File: src/rtl/ps_stream_arbiter.sv
// Packet-boundary arbiter sharing the PS setpoint link between the FOFB and AWG streams.
// Registered output mux; switches only between packets, with a stall timeout for hung sources.
module ps_stream_arbiter #(
    parameter int DATA_WIDTH     = 32,
    parameter int TIMEOUT_CYCLES = 1000,
    parameter     DEBUG          = "false"
) (
    input  logic                  sysClk,
    input  logic                  sysReset,
    input  logic                  AWGrequest,
    output logic                  AWGenabled,
    input  logic                  statusClear,
    input  logic [DATA_WIDTH-1:0] fofbTDATA,
    input  logic                  fofbTVALID,
    input  logic                  fofbTLAST,
    input  logic [DATA_WIDTH-1:0] awgTDATA,
    input  logic                  awgTVALID,
    input  logic                  awgTLAST,
    output logic [DATA_WIDTH-1:0] psTDATA,
    output logic                  psTVALID,
    output logic                  psTLAST,
    output logic [31:0]           status
);

    typedef enum logic [1:0] {
        ST_FOFB    = 2'd0,
        ST_TO_AWG  = 2'd1,
        ST_AWG     = 2'd2,
        ST_TO_FOFB = 2'd3
    } state_t;

    localparam int STALL_W = (TIMEOUT_CYCLES > 1) ? $clog2(TIMEOUT_CYCLES) : 1;
    localparam logic [STALL_W-1:0] STALL_LAST = STALL_W'(TIMEOUT_CYCLES - 1);

    function automatic logic [7:0] sat_inc8(input logic [7:0] value);
        return (value == 8'hFF) ? value : value + 8'd1;
    endfunction

    (* mark_debug = DEBUG *) state_t state;
    state_t                  state_next;

    logic                  inpkt_fofb;
    logic                  inpkt_awg;
    logic [STALL_W-1:0]    stall_cnt;
    logic [7:0]            drop_cnt;
    logic [15:0]           pkt_cnt;
    logic                  timeout_flag;

    (* mark_debug = DEBUG *) logic [DATA_WIDTH-1:0] data_p1;
    (* mark_debug = DEBUG *) logic                  vld_p1;
    (* mark_debug = DEBUG *) logic                  last_p1;

    logic                  sel_awg;
    logic                  in_switch;
    logic                  sel_valid;
    logic                  sel_last;
    logic [DATA_WIDTH-1:0] sel_data;
    logic                  inpkt_sel;
    logic                  oth_valid;
    logic                  inpkt_oth;
    logic                  boundary_sel;
    logic                  idle_oth;
    logic                  stall;
    logic                  stall_expired;
    logic                  timeout;

    // Bit 1 of the state encoding is the current owner, bit 0 marks a pending hand-over.
    assign sel_awg   = state[1];
    assign in_switch = state[0];

    assign sel_valid = sel_awg ? awgTVALID : fofbTVALID;
    assign sel_last  = sel_awg ? awgTLAST  : fofbTLAST;
    assign sel_data  = sel_awg ? awgTDATA  : fofbTDATA;
    assign inpkt_sel = sel_awg ? inpkt_awg : inpkt_fofb;
    assign oth_valid = sel_awg ? fofbTVALID : awgTVALID;
    assign inpkt_oth = sel_awg ? inpkt_fofb : inpkt_awg;

    assign boundary_sel  = (!inpkt_sel && !sel_valid) || (sel_valid && sel_last);
    assign idle_oth      = !inpkt_oth && !oth_valid;
    assign stall         = in_switch && inpkt_sel && !sel_valid;
    assign stall_expired = stall && (stall_cnt == STALL_LAST);

    always_comb begin
        state_next = state;
        timeout    = 1'b0;
        case (state)
            ST_FOFB: begin
                if (AWGrequest) state_next = ST_TO_AWG;
            end
            ST_TO_AWG: begin
                if (!AWGrequest) begin
                    state_next = ST_FOFB;
                end else if (idle_oth && (boundary_sel || stall_expired)) begin
                    state_next = ST_AWG;
                    timeout    = stall_expired;
                end
            end
            ST_AWG: begin
                if (!AWGrequest) state_next = ST_TO_FOFB;
            end
            ST_TO_FOFB: begin
                if (AWGrequest) begin
                    state_next = ST_AWG;
                end else if (idle_oth && (boundary_sel || stall_expired)) begin
                    state_next = ST_FOFB;
                    timeout    = stall_expired;
                end
            end
            default: state_next = ST_FOFB;
        endcase
    end

    always_ff @(posedge sysClk) begin
        if (sysReset) begin
            state        <= ST_FOFB;
            AWGenabled   <= 1'b0;
            inpkt_fofb   <= 1'b0;
            inpkt_awg    <= 1'b0;
            stall_cnt    <= '0;
            drop_cnt     <= 8'd0;
            pkt_cnt      <= 16'd0;
            timeout_flag <= 1'b0;
        end else begin
            state      <= state_next;
            AWGenabled <= state_next[1];

            // A forced hand-over abandons the stalled packet of the old owner.
            if (timeout && !sel_awg)  inpkt_fofb <= 1'b0;
            else if (fofbTVALID)      inpkt_fofb <= !fofbTLAST;
            if (timeout && sel_awg)   inpkt_awg  <= 1'b0;
            else if (awgTVALID)       inpkt_awg  <= !awgTLAST;

            if ((state_next != state) || sel_valid) stall_cnt <= '0;
            else if (stall && (stall_cnt != STALL_LAST)) stall_cnt <= stall_cnt + 1'b1;

            if (statusClear)    drop_cnt <= 8'd0;
            else if (oth_valid) drop_cnt <= sat_inc8(drop_cnt);

            if (statusClear)  timeout_flag <= 1'b0;
            else if (timeout) timeout_flag <= 1'b1;

            if (sel_valid && sel_last) pkt_cnt <= pkt_cnt + 16'd1;
        end
    end

    // Output stage p1: one-cycle registered mux from the currently selected source.
    always_ff @(posedge sysClk) begin
        if (sysReset) begin
            data_p1 <= '0;
            vld_p1  <= 1'b0;
            last_p1 <= 1'b0;
        end else begin
            vld_p1  <= sel_valid;
            last_p1 <= sel_valid && sel_last;
            if (sel_valid) data_p1 <= sel_data;
        end
    end

    assign psTDATA  = data_p1;
    assign psTVALID = vld_p1;
    assign psTLAST  = last_p1;

    assign status = {AWGrequest, AWGenabled, state, timeout_flag, 3'b000, drop_cnt, pkt_cnt};

endmodule
File: config.mk
export PLATFORM = sky130hd
export DESIGN_NAME = ps_stream_arbiter
export DESIGN_NICKNAME = d
export VERILOG_FILES = /design/src/rtl/ps_stream_arbiter.sv
export SDC_FILE = /design/constraint.sdc
export NUM_CORES = 1
export LEC_CHECK = 0
export CAP_MARGIN = 20
export CORE_ASPECT_RATIO = 1.5
export CORE_MARGIN = 2
export CORE_UTILIZATION = 40
export CTS_BUF_LIST = sky130_fd_sc_hd__clkbuf_16
export DETAILED_ROUTE_END_ITERATION = 10
export HOLD_SLACK_MARGIN = 0.08
export PLACE_DENSITY_LB_ADDON = 0.25
export SYNTH_ARGS = -nofsm -noshare
export SYNTH_HDL_FRONTEND = slang
export SYNTH_SLANG_ARGS = --single-unit
File: constraint.sdc
create_clock -name sysClk -period 2.5 [get_ports sysClk]
set_input_delay 0.625 -clock sysClk [delete_from_list [all_inputs] [get_ports sysClk]]
set_output_delay 0.625 -clock sysClk [all_outputs]
set_load 0.05 [all_outputs]
==> summary.log <==
INFO  critical_path  ff2ff_path_depth=6
INFO  floorplanning  start_util=40.7%
INFO  sta            period_minus_slack=2.36ns
INFO  critical_path  rr_endpoint=stall_cnt[0]
INFO  yosys          mappedNetlistArea=0.00338sqmm
INFO  power_and_ir_drop power_leakage=1.77nW
INFO  floorplanning  design.core.area=0.00831sqmm
INFO  run            maxCapViolations=0
INFO  floorplanning  chipWidth=79.0um
INFO  routing        via_cell_ratio=5.07
INFO  yosys          synth_simple_gate_area_share=19.5%
INFO  critical_path  regToRegSetupSlack=0.29ns
INFO  global_routing grt_max_degree=50
INFO  yosys          yosysSeqAreaShare=43.3%
INFO  floorplanning  boundaryPins=139
INFO  critical_path  largest_stage_delay_on_the_critical_path=0.87ns
INFO  power_and_ir_drop power.density_cell_area=597mW/mm^2
INFO  cells_and_area finish.net_count=568
INFO  routing        detailroute.via_count=3,065
INFO  cells_and_area area_delta_synth_final=49.6%
INFO  critical_path  path_cells=clkdlybuf4s50_1
INFO  routing        drtPass1Iterations=4
INFO  yosys          dominant_combinational_cell_family_by_area_after_synthesis=simple AND/OR/NAND/NOR gates
INFO  power_and_ir_drop report.power.total=0.00302W
INFO  routing        detail_route.drc_violations=0
INFO  sta            slew_violations=0
INFO  routing        post_drt_wl_per_cell=13.5um
INFO  routing        totalWireLength=8160um
INFO  yosys          synthDistinctLibCells=48
INFO  run_status     run_status=finished, final reports clean
INFO  yosys          ys_seq_elements=73
INFO  min_path       min-delay-start=timeout_flag
INFO  global_routing grt_first_pass_wirelength=13,000um
INFO  power_and_ir_drop vdd_drop_max=0.000417V
INFO  critical_path  crit_path_end_kind=output port
INFO  clock_tree     setup_fix_bufs_post_cts=0
INFO  min_path       timing.hold.worst.class=reg -> reg
INFO  yosys          post_synth_inst_count=368
INFO  critical_path  timing.setup.critical_path_class=reg -> out
INFO  clock_tree     tritoncts.num_buffers=9
INFO  critical_path  setup.worst_path.start_class=flop
INFO  yosys          complex_gate_fraction_of_the_synthesized_area=11.6%
INFO  cells_and_area n_antenna_cell=0
INFO  floorplanning  row_count=41
INFO  global_routing grt_use_total=18.2%
INFO  min_path       whs_path_depth=2
INFO  yosys          synth_adder_area_share=1.11%
INFO  cells_and_area drive_above_1_share=5.82%
INFO  clock_tree     cts.path.max_buffers=2
INFO  sta            fin_crit_sh=94.2%
INFO  sta            unrepaired_setup_endpoints_after_global_routing=false
INFO  yosys          synth_edf_count=0
INFO  sta            final.setup_skew=0.00472ns
INFO  clock_tree     clock_insertion_delay_worst_skew=0.33ns
INFO  cells_and_area post-route-util=60.8%
INFO  critical_path  critical-path-slowest-cell=clkdlybuf4s50_1
INFO  yosys          postSynth.asyncResetShare=0%
INFO  critical_path  critical_path.max_fanout=18
INFO  clock_tree     cts-resized-gates=0
INFO  critical_path  worst-endpoint-arrival=1.73ns
INFO  clock_tree     cts.reportedPaths.clkPinSlew=0.05ns
INFO  sta            final_setup_vio_count=0
INFO  place          routability_congestion_estimate_from_global_placement=0.804
INFO  floorplanning  fp.dieH=117um
INFO  place          port-buffer-count=135
INFO  sta            max_freq=424MHz
INFO  sta            worst_pin_slew=0.612ns
INFO  critical_path  cp_num_buf_inv=1
INFO  critical_path  timing.critical_path.required=1.88ns
INFO  min_path       worstHoldEndpoint=timeout_flag
INFO  global_routing number_of_global_route_vias_before_repair=2,852
INFO  clock_tree     tritoncts=done
INFO  sta            setup-tns-final=0ns
INFO  yosys          synth_area_per_cell=9.18squm
INFO  clock_tree     clock_tree.htree_level_count=3
INFO  routing        residual_antenna_violating_net_count_after_detailed_routing=0
INFO  global_routing initial_antenna_violation_count=0
INFO  cells_and_area fill_cells=742
INFO  yosys          synth.mux.area_fraction=11.6%
INFO  sta            finalHoldViolCount=0
INFO  routing        dr.first_iter.drc_count=152
INFO  clock_tree     cts.sinks=73
INFO  clock_tree     ctsHoldBuffers=0
INFO  critical_path  timing.critical_path.max_delay_family=buffers and inverters
INFO  floorplanning  die-area=0.00921sqmm
INFO  critical_path  r2r-start=stall_cnt[0]
INFO  sta            maxSlewHeadroom=58.9%
INFO  clock_tree     cts.root.buffer_cell=clkbuf_16
INFO  yosys          ys.flop_type=dfxtp_1
INFO  place          hpwl=6170um
INFO  global_routing total_congestion_overflow_after_global_routing=0
INFO  yosys          synth_xor_xnor_area_share=7.52%
INFO  yosys          yosysWarningCount=0
-- report_power, final --
group          total (W)  switching (W)  internal (W)
clock network    0.00119       0.000442      0.000750
registers        0.00125      0.0000332       0.00122
logic           0.000575       0.000326      0.000250
-- final cells by class --
type / count / area [sq um] / area share (%)
Timing Repair Buffer: 142 / 1420 / 28.1
Inverter: 3 / 11.3 / 0.223
Sequential cell: 73 / 1460 / 28.9
Clock inverter: 7 / 52.6 / 1.04
Tap cell: 107 / 134 / 2.65
Multi-Input combinational cell: 264 / 1750 / 34.6
Clock buffer: 9 / 225 / 4.46
-- state kept, by name, summed over array words and instances, names as in the netlist, 8 cells and up --
name / flops
pkt_cnt: 16
drop_cnt: 8
psTDATA: 32
stall_cnt: 10
-- cell usage after synthesis (all sizes together) (3+ instances only) --
library cell	number	area (sq um)
o21ai	5	25.0
buf	23	143
and3	6	38.8
nand4	8	50.1
nor3b	5	42.5
xnor2	15	131
a21oi	4	20.0
xor2	14	123
nor3	6	30.0
and3b	3	26.3
mux2i	38	380
nand3	14	75.1
dfxtp	73	1460
inv	3	11.3
a211oi	32	240
nand2	9	33.8
ha	3	37.5
nor2	73	274
clkbuf	7	26.3
-- through the flow --
stage | hold slack, ns | worst slack (ns) | area (sq um) | cells
2_1_floorplan | 0.438 | 0.568 | 3390 | 370
3_3_place_gp | 0.458 | 0.0874 | 4780 | 589
3_5_place_dp | 0.482 | 0.0169 | 4780 | 589
4_1_cts | 0.498 | 0.133 | 5050 | 605
5_1_grt | 0.524 | 0.0701 | 5050 | 605
6_report | 0.481 | 0.144 | 5050 | 605
-- cells by family after synthesis --
kind of cell             Yosys count
adder cells (fa/ha/maj)            3
AND/OR/NAND/NOR                  137
buffers and inverters             33
XOR/XNOR                          29
AO/OA/AOI/OAI                     53
flip-flops                        73
other                              1
multiplexers                      39
-- cell usage in the layout, fill, tap and decap left out, types with 6 or more instances in the layout --
| cell type | count |
|---|---|
| xnor2_1 | 15 |
| nand2_1 | 8 |
| nor2_1 | 73 |
| clkbuf_16 | 9 |
| nor3_1 | 6 |
| xor2_1 | 14 |
| nand3_1 | 13 |
| mux2i_1 | 38 |
| buf_4 | 6 |
| dfxtp_1 | 72 |
| a211oi_1 | 32 |
| nand4_1 | 8 |
| clkdlybuf4s50_1 | 133 |
-- per-layer routing --
layer,track usage [%],up-vias,wire (um)
met5,0,-,0
met4,8.74,0,181
met3,7.42,13,720
met2,32.5,122,4220
met1,18.3,1384,3040
li1,-,1546,-
-- worst max path at each step --
stage,start,to,slack (ns),cells past startpoint
floorplan,AWGenabled,stall_cnt[5],0.57,7
global placement,fofbTVALID,stall_cnt[9],0.09,6
detailed placement,fofbTVALID,stall_cnt[0],0.02,6
CTS,AWGenabled,AWGenabled,0.13,1
global route,AWGenabled,AWGenabled,0.07,1
finish,AWGenabled,AWGenabled,0.14,1
-- worst register-to-register path: stages, from the launching register on --
cell	delay (ns)
dfxtp_1	0.40
ha_1	0.26
nand4_1	0.12
or4_1	0.63
o22ai_2	0.28
o31a_2	0.31
nor2_1	0.08
No activity file was read; power rests on OpenSTA's default activity.
